File: config.mk
export PLATFORM = sky130hd
export DESIGN_NAME = pid_ctrl_param
export DESIGN_NICKNAME = d
export VERILOG_FILES = /design/src/rtl/pid_ctrl_param.sv
export SDC_FILE = /design/constraint.sdc
export NUM_CORES = 1
export LEC_CHECK = 0
export CORE_ASPECT_RATIO = 1.5
export CORE_MARGIN = 2
export CORE_UTILIZATION = 50
export CTS_BUF_LIST = sky130_fd_sc_hd__clkbuf_4 sky130_fd_sc_hd__clkbuf_8
export DETAILED_ROUTE_END_ITERATION = 10
export GPL_TIMING_DRIVEN = 0
export PLACE_DENSITY = 0.63
export SYNTH_ARGS = -nofsm -noshare
export SYNTH_HDL_FRONTEND = slang
export SYNTH_SLANG_ARGS = --single-unit
File: constraint.sdc
create_clock -name clk -period 25.7 [get_ports clk]
set_input_delay 2.57 -clock clk [delete_from_list [all_inputs] [get_ports clk]]
set_output_delay 2.57 -clock clk [all_outputs]
set_load 0.02 [all_outputs]
File: src/rtl/pid_ctrl_param.sv
// Sequential PID controller: one shared multiplier steps through P, I and D terms and
// produces a saturated unsigned control value. Optional output slew limit: PID_SLEW_LIMIT_EN.
module pid_ctrl_param #(
   parameter int W        = 8,
   parameter int GAIN_W   = 8,
   parameter int FRAC     = 4,
   parameter int ACC_W    = 24,
   parameter int I_LIM    = 32767,
   parameter int KP_RST   = 32,
   parameter int KI_RST   = 0,
   parameter int KD_RST   = 0,
   parameter int SLEW_MAX = 16
) (
   input  logic              clk,
   input  logic              rst,
   input  logic [W-1:0]      setpoint,
   input  logic [W-1:0]      feedback,
   input  logic              in_valid,
   output logic              in_ready,
   input  logic              cfg_we,
   input  logic [1:0]        cfg_addr,
   input  logic [GAIN_W-1:0] cfg_wdata,
   input  logic              int_clr,
   output logic [W-1:0]      control_out,
   output logic              out_valid
);
   // state | meaning
   // IDLE  | waiting for a sample, in_ready high
   // ERR   | error e = setpoint - feedback
   // PTERM | acc = Kp*e
   // ITERM | integral update with clamp, acc += integral
   // DTERM | acc += Kd*(e - e_prev), e_prev <= e
   // OUT   | scale, saturate, register control_out and strobe out_valid

   localparam int EW = W + 1;
   localparam int DW = W + 2;
   localparam int PW = GAIN_W + 1 + DW;
   localparam int SW = ACC_W + 1;
   localparam int AW = ACC_W + 2;

   localparam logic signed [SW-1:0] LIM_P = SW'(I_LIM);
   localparam logic signed [SW-1:0] LIM_N = -LIM_P;
   localparam logic signed [AW-1:0] Y_MAX = AW'(2**W - 1);

   typedef enum logic [2:0] {
      S_IDLE, S_ERR, S_PTERM, S_ITERM, S_DTERM, S_OUT
   } state_t;

   state_t state;

   logic [GAIN_W-1:0]      kp_reg, ki_reg, kd_reg;
   logic [GAIN_W-1:0]      kp_w, ki_w, kd_w;
   logic [W-1:0]           sp_q, fb_q;
   logic signed [EW-1:0]   e_q, e_prev;
   logic signed [ACC_W-1:0] integral;
   logic signed [AW-1:0]   acc;

   logic [GAIN_W-1:0]      mul_gain;
   logic signed [DW-1:0]   mul_op;
   logic signed [PW-1:0]   product;
   logic signed [EW-1:0]   e_prev_eff;
   logic signed [SW-1:0]   i_base, i_sum, i_clamp;
   logic signed [ACC_W-1:0] i_next;
   logic signed [AW-1:0]   y;
   logic [W-1:0]           y_sat, y_out;

   assign in_ready = (state == S_IDLE);

   always_ff @(posedge clk or posedge rst) begin
      if (rst) begin
         kp_reg <= GAIN_W'(KP_RST);
         ki_reg <= GAIN_W'(KI_RST);
         kd_reg <= GAIN_W'(KD_RST);
      end else if (cfg_we) begin
         case (cfg_addr)
            2'd0:    kp_reg <= cfg_wdata;
            2'd1:    ki_reg <= cfg_wdata;
            2'd2:    kd_reg <= cfg_wdata;
            default: ;
         endcase
      end
   end

   // A clear landing on ITERM/DTERM feeds zero into this sample's arithmetic.
   always_comb begin
      e_prev_eff = int_clr ? '0 : e_prev;
      mul_gain   = kp_w;
      mul_op     = {e_q[EW-1], e_q};
      case (state)
         S_ITERM: mul_gain = ki_w;
         S_DTERM: begin
            mul_gain = kd_w;
            mul_op   = {e_q[EW-1], e_q} - {e_prev_eff[EW-1], e_prev_eff};
         end
         default: ;
      endcase
      product = $signed({1'b0, mul_gain}) * mul_op;

      i_base = int_clr ? '0 : {integral[ACC_W-1], integral};
      i_sum  = i_base + SW'(product);
      if (i_sum > LIM_P)
         i_clamp = LIM_P;
      else if (i_sum < LIM_N)
         i_clamp = LIM_N;
      else
         i_clamp = i_sum;
      i_next = i_clamp[ACC_W-1:0];
   end

   always_comb begin
      y = acc >>> FRAC;
      if (y[AW-1])
         y_sat = '0;
      else if (y > Y_MAX)
         y_sat = '1;
      else
         y_sat = y[W-1:0];
   end

`ifdef PID_SLEW_LIMIT_EN
   localparam int SL = W + 2;
   localparam logic signed [SL-1:0] SLEW_S = SL'(SLEW_MAX);
   localparam logic signed [SL-1:0] O_MAX  = SL'(2**W - 1);
   logic signed [SL-1:0] prev_s, slew_lo, slew_hi, y_s;

   always_comb begin
      prev_s  = {2'b00, control_out};
      slew_lo = prev_s - SLEW_S;
      if (slew_lo[SL-1])
         slew_lo = '0;
      slew_hi = prev_s + SLEW_S;
      if (slew_hi > O_MAX)
         slew_hi = O_MAX;
      y_s = {2'b00, y_sat};
      if (y_s > slew_hi)
         y_s = slew_hi;
      else if (y_s < slew_lo)
         y_s = slew_lo;
      y_out = y_s[W-1:0];
   end
`else
   assign y_out = y_sat;
`endif

   always_ff @(posedge clk or posedge rst) begin
      if (rst) begin
         state       <= S_IDLE;
         sp_q        <= '0;
         fb_q        <= '0;
         kp_w        <= GAIN_W'(KP_RST);
         ki_w        <= GAIN_W'(KI_RST);
         kd_w        <= GAIN_W'(KD_RST);
         e_q         <= '0;
         e_prev      <= '0;
         integral    <= '0;
         acc         <= '0;
         control_out <= '0;
         out_valid   <= 1'b0;
      end else begin
         out_valid <= 1'b0;
         if (int_clr) begin
            integral <= '0;
            e_prev   <= '0;
         end
         case (state)
            S_IDLE: begin
               if (in_valid) begin
                  sp_q  <= setpoint;
                  fb_q  <= feedback;
                  kp_w  <= kp_reg;
                  ki_w  <= ki_reg;
                  kd_w  <= kd_reg;
                  state <= S_ERR;
               end
            end
            S_ERR: begin
               e_q   <= $signed({1'b0, sp_q}) - $signed({1'b0, fb_q});
               state <= S_PTERM;
            end
            S_PTERM: begin
               acc   <= AW'(product);
               state <= S_ITERM;
            end
            S_ITERM: begin
               integral <= i_next;
               acc      <= acc + AW'(i_next);
               state    <= S_DTERM;
            end
            S_DTERM: begin
               acc    <= acc + AW'(product);
               e_prev <= e_q;
               state  <= S_OUT;
            end
            S_OUT: begin
               control_out <= y_out;
               out_valid   <= 1'b1;
               state       <= S_IDLE;
            end
            default: state <= S_IDLE;
         endcase
      end
   end

endmodule

# --- Word-level counts from Yosys, hierarchy flattened ---
# Cells that the tools add are included.
# W data, S select, Z words.
classes:
  add_sub_neg: 5
  multipliers: 1
  n_lt_le_gt_ge: 3
  n_eq_ne: 8
  muxes: 15
  reduce_logical: 8
op_table:
  columns: ["operator", "n"]
  rows:
  - ["$mux W24", 4]
  - ["$pmux W26 S3", 1]
  - ["$add A26 B19 Y26", 1]
  - ["$add A26 B24 Y26", 1]
  - ["$add A25 B19 Y25", 1]
  - ["$gt A25 B16 Y1 const B", 1]
  - ["$lt A25 B16 Y1 const B", 1]
  - ["$mux W25", 1]
  - ["$gt A22 B9 Y1 const B", 1]
  - ["$mul A9 B10 Y19", 1]
  - ["$mux W9", 2]
  - ["$mux W8", 2]
  - ["$pmux W8 S2", 1]
  - ["$pmux W3 S5", 1]
  - ["$mux W10", 1]
  - ["$sub A9 B9 Y10", 1]
  - ["$sub A8 B8 Y9", 1]
  - ["$reduce_and A2 Y1", 4]
  - ["$eq A3 B2 Y1 const B", 2]
  - ["$eq A3 B3 Y1 const B", 2]
  - ["$eq A3 B1 Y1 const B", 1]
  - ["$logic_not A3 Y1", 1]
  - ["$mux W3", 1]
  - ["$reduce_bool A3 Y1", 1]
  - ["other kinds (6)", 6]
totals:
  regBits: 144
  in_bits: 31
  out_inout_bits: 10
  wordCells: 55

# --- Depth between registers and ports, before layout ---
# Gate-level depths: netlist of the first run.
depth:
  depth_word: 10
  ltp_mapped: 61

# --- Worst setup path before layout of the first run ---
# No wires, ideal clock.
synth_timing:
  path_kind: "input to register"
  from: "input int_clr"
  to: "register acc[25]"
  setup_time_ps: 147
  arrival_time_ps: 13770
  required_ps: 25553
  setup_slack_ps: 11783
  path_stages: 56
  n_path_buf: 6
  cell_sequence: "clkbuf_1 -> clkbuf_1 -> nand2b_1 -> ha_1 -> nor2b_1 -> o21ai_0 -> nand2b_1 -> a21o_1 -> a21o_1 -> a21o_1 -> a21oi_1 -> xnor2_1 -> a21oi_1 -> nor2_1 -> ha_1 -> xor2_1 -> fa_1 -> fa_1 -> [20 not listed] -> nand4_1 -> buf_4 -> o31ai_1 -> a31oi_1 -> ha_1 -> or3_1 -> a211oi_1 -> o21ai_0 -> o21ai_0 -> o31ai_1 -> o211ai_1 -> nand3b_1 -> a21o_1 -> a21o_1 -> clkbuf_1 -> or4_1 -> a31oi_1 -> a2111oi_2"
synth_between:
  elab_chain_len: 10
  elab_cells_between_ends: 13
  classes_between: "4 x add/sub; 1 x mul; 2 x order compare; 6 x mux"
synth_rtl:
  columns: ["item", "line_no", "source"]
  rows:
  - ["start, declared", "23", "input logic int_clr,"]
  - ["$mux W9", "86", "e_prev_eff = int_clr ? '0 : e_prev;"]
  - ["$sub A9 B9 Y10", "93", "mul_op = {e_q[EW-1], e_q} - {e_prev_eff[EW-1], e_prev_eff};"]
  - ["$mux W10", "89", "case (state)"]
  - ["$mul A9 B10 Y19", "97", "product = $signed({1'b0, mul_gain}) * mul_op;"]
  - ["$add A25 B19 Y25", "100", "i_sum = i_base + SW'(product);"]
  - ["$lt A25 B16 Y1", "103", "else if (i_sum < LIM_N)"]
  - ["$mux W24", "103", null]
  - ["$mux W24", "101", "if (i_sum > LIM_P)"]
  - ["$add A26 B24 Y26", "186", "acc <= acc + AW'(i_next);"]
  - ["$pmux W26 S3 *", "165", "case (state)"]
  - ["end signal, assigned", "181", "acc <= AW'(product);"]
  - ["end signal, assigned", "186", null]
  - ["end signal, assigned", "190", "acc <= acc + AW'(product);"]
  - ["end, declared", "56", "logic signed [AW-1:0] acc;"]
# Every way passes the cells marked *; elsewhere a longest branch is shown, timed or not.
# A chain may end at the register's enable or synchronous reset.

# --- Worst setup path in the final report of the first run ---
# Same ends and word-level chain as after synthesis.

==> results of run 1 <==
cell families (layout without fill, tap and decap cells):
family / Yosys count / in the layout
buf+inv: 208 / 281
flops: 144 / 144
simple gates: 509 / 509
mux: 66 / 66
compound gates: 418 / 418
xor+xnor: 79 / 79
fa+ha+maj: 174 / 174
metal layers:
layer	routed length, microns	up-vias	global-route usage
li1	-	5697	-
met1	15710	5808	0.3179
met2	18990	273	0.4714
met3	1254	78	0.03368
met4	1527	0	0.1193
met5	0	-	0
path summary, 6_finish.rpt:
check	start	slack (ns)	to
setup / recovery	int_clr	8.33	acc[25]$_DFFE_PP0P_
hold / removal	control_out[5]$_DFFE_PP0P_	0.49	control_out[5]$_DFFE_PP0P_
setup reg to reg	state[2]$_DFFE_PP0P_	11.44	acc[25]$_DFFE_PP0P_
hold reg to reg	control_out[5]$_DFFE_PP0P_	0.49	control_out[5]$_DFFE_PP0P_
max in group asynchronous	rst	22.32	e_q[5]$_DFFE_PP0P_
min in group asynchronous	rst	2.61	out_valid$_DFF_PP0_
layout by cell type (no fill, tap or decap), types with 10 or more instances in the layout:
cell	n
nand2_1	178
inv_1	145
dfrtp_1	142
nor2_1	135
ha_1	114
o21ai_0	95
a21oi_1	81
fa_1	60
mux2_2	55
xnor2_1	43
nor2b_1	40
clkdlybuf4s50_1	40
a21o_1	37
xor2_1	35
clkbuf_1	34
o31ai_1	33
nand2b_1	30
a31oi_1	28
nor3_1	23
o21a_1	18
o211ai_1	18
o21ai_1	17
clkbuf_8	17
a211oi_1	15
nand3_1	11
buf_2	10
or3_1	10
mux2i_1	10
worst max-delay path: cells and delay by family:
family	cells	cell delay [ns]
AO/OA/AOI/OAI	20	5.98
adder cells (fa/ha/maj)	8	3.33
AND/OR/NAND/NOR	14	3.04
buffers and inverters	10	2.52
XOR/XNOR	1	0.16
multiplexers	1	0.15
layout make-up:
type	count	share of cell area
plain buffers	60	0.02005
clock buffers	18	0.01605
clock inverters	14	0.009815
inverters	148	0.03727
multi-input cells	1246	0.6202
flip-flops and latches	144	0.2397
well taps	342	0.02845
repair buffers	41	0.02845
per-stage QoR:
| stage | utilization | instance area [sq um] | setup slack [ns] | cells | hold WS (ns) |
|---|---|---|---|---|---|
| final | 0.5526 | 15040 | 8.334 | 2013 | 0.4863 |
| after global routing | 0.5526 | 15040 | 7.424 | 2013 | 0.5214 |
| after CTS | 0.5524 | 15040 | 8.591 | 2013 | 0.4891 |
| after detailed placement | 0.5381 | 14650 | 8.143 | 1981 | 0.4710 |
| after global placement | 0.5369 | 14620 | 8.281 | 1980 | 0.4669 |
| after floorplan | - | 13790 | 11.78 | 1598 | 0.4460 |
==> results.json, run 1 <==
{
  "syn_area_sq_mm": 0.01379,
  "drv_cap": 0,
  "cts-buffers-inserted": 17,
  "synth_commonest_cells": "nand2_1 (178), inv_1 (146), dfrtp_1 (142)",
  "top_register": "acc",
  "rr_worst_depth": 51,
  "initial_utilization": 0.5065,
  "cp.required_ns": 26.08,
  "routabilityCongestion": 0.9303,
  "yosys.area.top_type": "dfrtp_1",
  "synth_nets": 1803,
  "clockBufferDepth": 2,
  "synth_xor_area_frac": 0.05128,
  "die_w_microns": 139.6,
  "hold_buffers": 0,
  "ant_nets": 0,
  "synth_top_area_frac": 0.2577,
  "root_buffer": "clkbuf_8",
  "synth-adder-area-share": 0.1906,
  "finalSetupViolCount": 0,
  "grtUsageTotal": 0.2648,
  "cts_resized": 0,
  "avgSynthCellArea_sq_um": 8.628,
  "clock_latency_ns": 0.49,
  "numClockSinks": 144,
  "period_minus_slack_ns": 17.37,
  "core-area_sq_mm": 0.02722,
  "status": "completed",
  "grt_setup_unrepaired": "false",
  "drt_iter0_drc": 699,
  "yosysWarningCount": 0,
  "firstDrtPassIters": 5,
  "wl_per_cell_microns": 18.62,
  "drt-total-wl_microns": 37470,
  "ys_async_sr_fraction": 1.000,
  "fillCellCount": 2625,
  "hold_depth": 2,
  "yosysSeqAreaShare": 0.2615,
  "worstPathArrival_ns": 17.74,
  "seqCellArea_sq_mm": 0.003606,
  "timing_worst_setup_path_type": "in2reg",
  "synth_seq_cells": 144,
  "nets": 1863,
  "largest_reg_flops": 26,
  "finalHoldViolations": 0,
  "grt_max_degree": 89,
  "cts.htree.levels": 4,
  "cts.clk_slew.worst_paths_ns": 0.09,
  "syn_inst": 1598,
  "area_growth_pct": 9.102,
  "drc": 0,
  "synth_compound_area_frac": 0.2032,
  "die-height_microns": 207.4,
  "synth-main-ff-cell": "dfrtp_1",
  "clock.fmax_mhz": 57.58,
  "fin_tns_setup_ns": 0,
  "synth_edf_count": 0,
  "portBuffers": 40,
  "grt_overflow": 0,
  "slew_headroom": 0.1475,
  "num_vias": 11860,
  "grt_pass1_wl_microns": 61490,
  "dieArea_sq_mm": 0.02895,
  "synth.most_common_cell": "nand2_1",
  "rows": 74,
  "max_stage_delay_ns": 1.00,
  "muxShareOfSynthArea": 0.05300,
  "worst_pin_slew_ns": 1.279,
  "antenna_found_initial": 0,
  "start_kind": "input pin",
  "synth_top_family_by_area": "compound AO/OA/AOI/OAI gates",
  "reg.largest.list": "acc (26), integral (24)",
  "grt_pass1_vias": 12220,
  "crit_path_top_delay_cell": "a21boi_0",
  "final_layout_size_suffix_gt1_frac": 0.09575,
  "multi_input_area_sq_mm": 0.009329,
  "synthSimpleGateAreaFrac": 0.1782,
  "diodes": 0,
  "place_hpwl_microns": 29840,
  "min_period_over_period": 0.6757,
  "cpMostUsedCell": "nand2_1",
  "slew_viol_final": 0,
  "skew_ns": 0.01554,
  "via_per_inst": 5.890,
  "hp-class": "reg2reg",
  "synth_cell_type_count": 98,
  "postCtsSetupBuffers": 0,
  "cts_tree": "yes",
  "cp_max_fo": 10,
  "cp-end-kind": "flop",
  "synth_area_leaders": "dfrtp_1 (26%), ha_1 (10%), fa_1 (8.7%)",
  "pin_count": 41
}
Power of run 1 is left out: the tool's default activity adds up to more than one toggle a clock period on the data nets, which glitch-free logic cannot reach.
==> run 2: changes to the inputs <==
PLACE_DENSITY = 0.65   (was 0.63)
clock period = 14.7 ns   (was 25.7 ns; I/O delays follow)
==> results.json, run 2 (synthesis gave the netlist of run 1 again) <==
{
  "status": "completed",
  "clock_latency_ns": 0.51,
  "grt_use_met1": 0.3232,
  "worstSetupStartpoint": "int_clr",
  "met3_usage": 0.03022,
  "grt_pass1_wl_microns": 61760,
  "final_layout_size_suffix_gt1_frac": 0.1062,
  "worst_pin_slew_ns": 1.351,
  "path_buf_inv": 10,
  "final_common_cell": "nand2_1",
  "firstDrtPassIters": 5,
  "hp-class": "reg2reg",
  "period_minus_slack_ns": 13.99,
  "final_cell_mix": "nand2_1 (178), inv_1 (145), dfrtp_1 (142)",
  "cts.clk_slew.worst_paths_ns": 0.08,
  "slew_viol_final": 0,
  "finalSetupViolCount": 0,
  "diodes": 0,
  "clockBufferDepth": 2,
  "grtUsageMet2": 0.4811,
  "drv_cap": 0,
  "via_per_inst": 5.847,
  "routabilityCongestion": 0.9139,
  "reg.largest.list": "acc (26), integral (24)",
  "dp_cells": 1981,
  "portBuffers": 40,
  "cts.htree.levels": 4,
  "max_stage_delay_ns": 0.56,
  "grt_pass1_vias": 11990,
  "drt-total-wl_microns": 37550,
  "root_buffer": "clkbuf_8",
  "numClockSinks": 144,
  "cts-buffers-inserted": 17,
  "fillCellCount": 2566,
  "start_kind": "input pin",
  "drc": 0,
  "timing_worst_setup_path_type": "in2reg",
  "fin_util": 0.5561,
  "grt_overflow": 0,
  "worstPathArrival_ns": 14.38,
  "grt_busiest_layer": "met2",
  "drt_iter0_drc": 704,
  "wl_per_cell_microns": 18.61,
  "hold_buffers": 0,
  "antenna_found_initial": 0,
  "cp_max_fo": 10,
  "top_register": "acc",
  "core-area_sq_mm": 0.02722,
  "clock.fmax_mhz": 71.49,
  "cp-end-kind": "flop",
  "nets": 1868,
  "cpLargestDelayFamily": "compound AO/OA/AOI/OAI gates",
  "rr_startpoint": "state[2]$_DFFE_PP0P_",
  "finalHoldViolations": 0,
  "cts_tree": "yes",
  "die-height_microns": 207.4,
  "min_period_over_period": 0.9516,
  "worstHoldStart": "control_out[4]$_DFFE_PP0P_",
  "initial_utilization": 0.5065,
  "num_vias": 11800,
  "skew_ns": 0.01420,
  "rows": 74,
  "timing.hold.ws_ns": 0.4836,
  "place_hpwl_microns": 29690,
  "ant_nets": 0,
  "fin_tns_setup_ns": 0,
  "pin_count": 41,
  "area_growth_pct": 9.792,
  "die_w_microns": 139.6,
  "largest_reg_flops": 26,
  "grt_max_degree": 101,
  "cp.required_ns": 15.09,
  "slew_headroom": 0.09709,
  "dieArea_sq_mm": 0.02895,
  "crit_path_top_delay_cell": "fa_1",
  "grtUsageTotal": 0.2662,
  "stdcell_count": 2018
}
==> run 2: cell types whose count changed in the layout (fill, tap and decap cells not counted), sizes merged <==
cell | before | now
clkinv | 4 | 5
clkinvlp | 2 | 1
buf | 27 | 32
clkbuf | 52 | 54
inv | 155 | 154
clkdlybuf4s50 | 40 | 39
==> run 2: final timing paths <==
kind | end | slack (ns) | cells after the start
min | control_out[4]$_DFFE_PP0P_ | 0.48 | 2
max reg2reg | acc[25]$_DFFE_PP0P_ | 1.16 | 51
min reg2reg | control_out[4]$_DFFE_PP0P_ | 0.48 | 2
min in group asynchronous | acc[10]$_DFFE_PP0P_ | 1.37 | 2
max in group asynchronous | kp_reg[5]$_DFFE_PP1P_ | 12.46 | 3
max | acc[25]$_DFFE_PP0P_ | 0.71 | 58
==> run 2: layout make-up <==
cell class / instances / area [sq um] / share of cell area
multi-input combinational: 1246 / 9388 / 0.6202
sequential: 144 / 3606 / 0.2382
inverter: 148 / 563.0 / 0.03720
timing repair buffer: 46 / 460.4 / 0.03042
tap: 342 / 427.9 / 0.02827
buffer: 60 / 310.3 / 0.02050
clock buffer: 19 / 255.2 / 0.01686
clock inverter: 13 / 126.4 / 0.008348
==> run 2: timing repair <==
item                                    in CTS  in global routing
endpoints found under the setup margin      16                  9
gates resized for setup                     10                 17
pin swaps                                    1                  4
buffers inserted                             2                  3
==> run 2: metrics by stage <==
stage	area (sq um)	worst slack [ns]
after floorplan	13790	1.883
after global placement	14620	-1.701
after detailed placement	14650	-1.759
after CTS	15070	0.1177
after global routing	15140	-0.02252
final	15140	0.7118
==> run 2: worst reg2reg max path, delay by kind of cell, from the launching register on <==
kind | cells | cell delay (ns)
multiplexers | 1 | 0.14
adder cells (fa/ha/maj) | 7 | 2.68
XOR/XNOR | 2 | 0.64
AND/OR/NAND/NOR | 15 | 3.89
buffers and inverters | 10 | 1.79
flip-flops | 1 | 0.38
AO/OA/AOI/OAI | 16 | 3.89
==> run 2: routing by layer <==
metal	vias to the layer above	wire length (microns)
met1	5785	15570
met2	244	19440
met3	67	1247
li1	5704	-
met4	0	1299
met5	-	0
Power of run 2 is left out for the same reason.
==> run 3: changes to the inputs <==
==> constraint.sdc (replaced) <==
create_clock -name clk -period 14.7 [get_ports clk]
set_input_delay 1.47 -clock clk [delete_from_list [all_inputs] [get_ports clk]]
set_output_delay 1.47 -clock clk [all_outputs]
set_load 0.1 [all_outputs]
==> results of run 3 <==
Final layout, timing and power as in run 2 (identical DEF).
Power of run 3 is left out for the same reason.
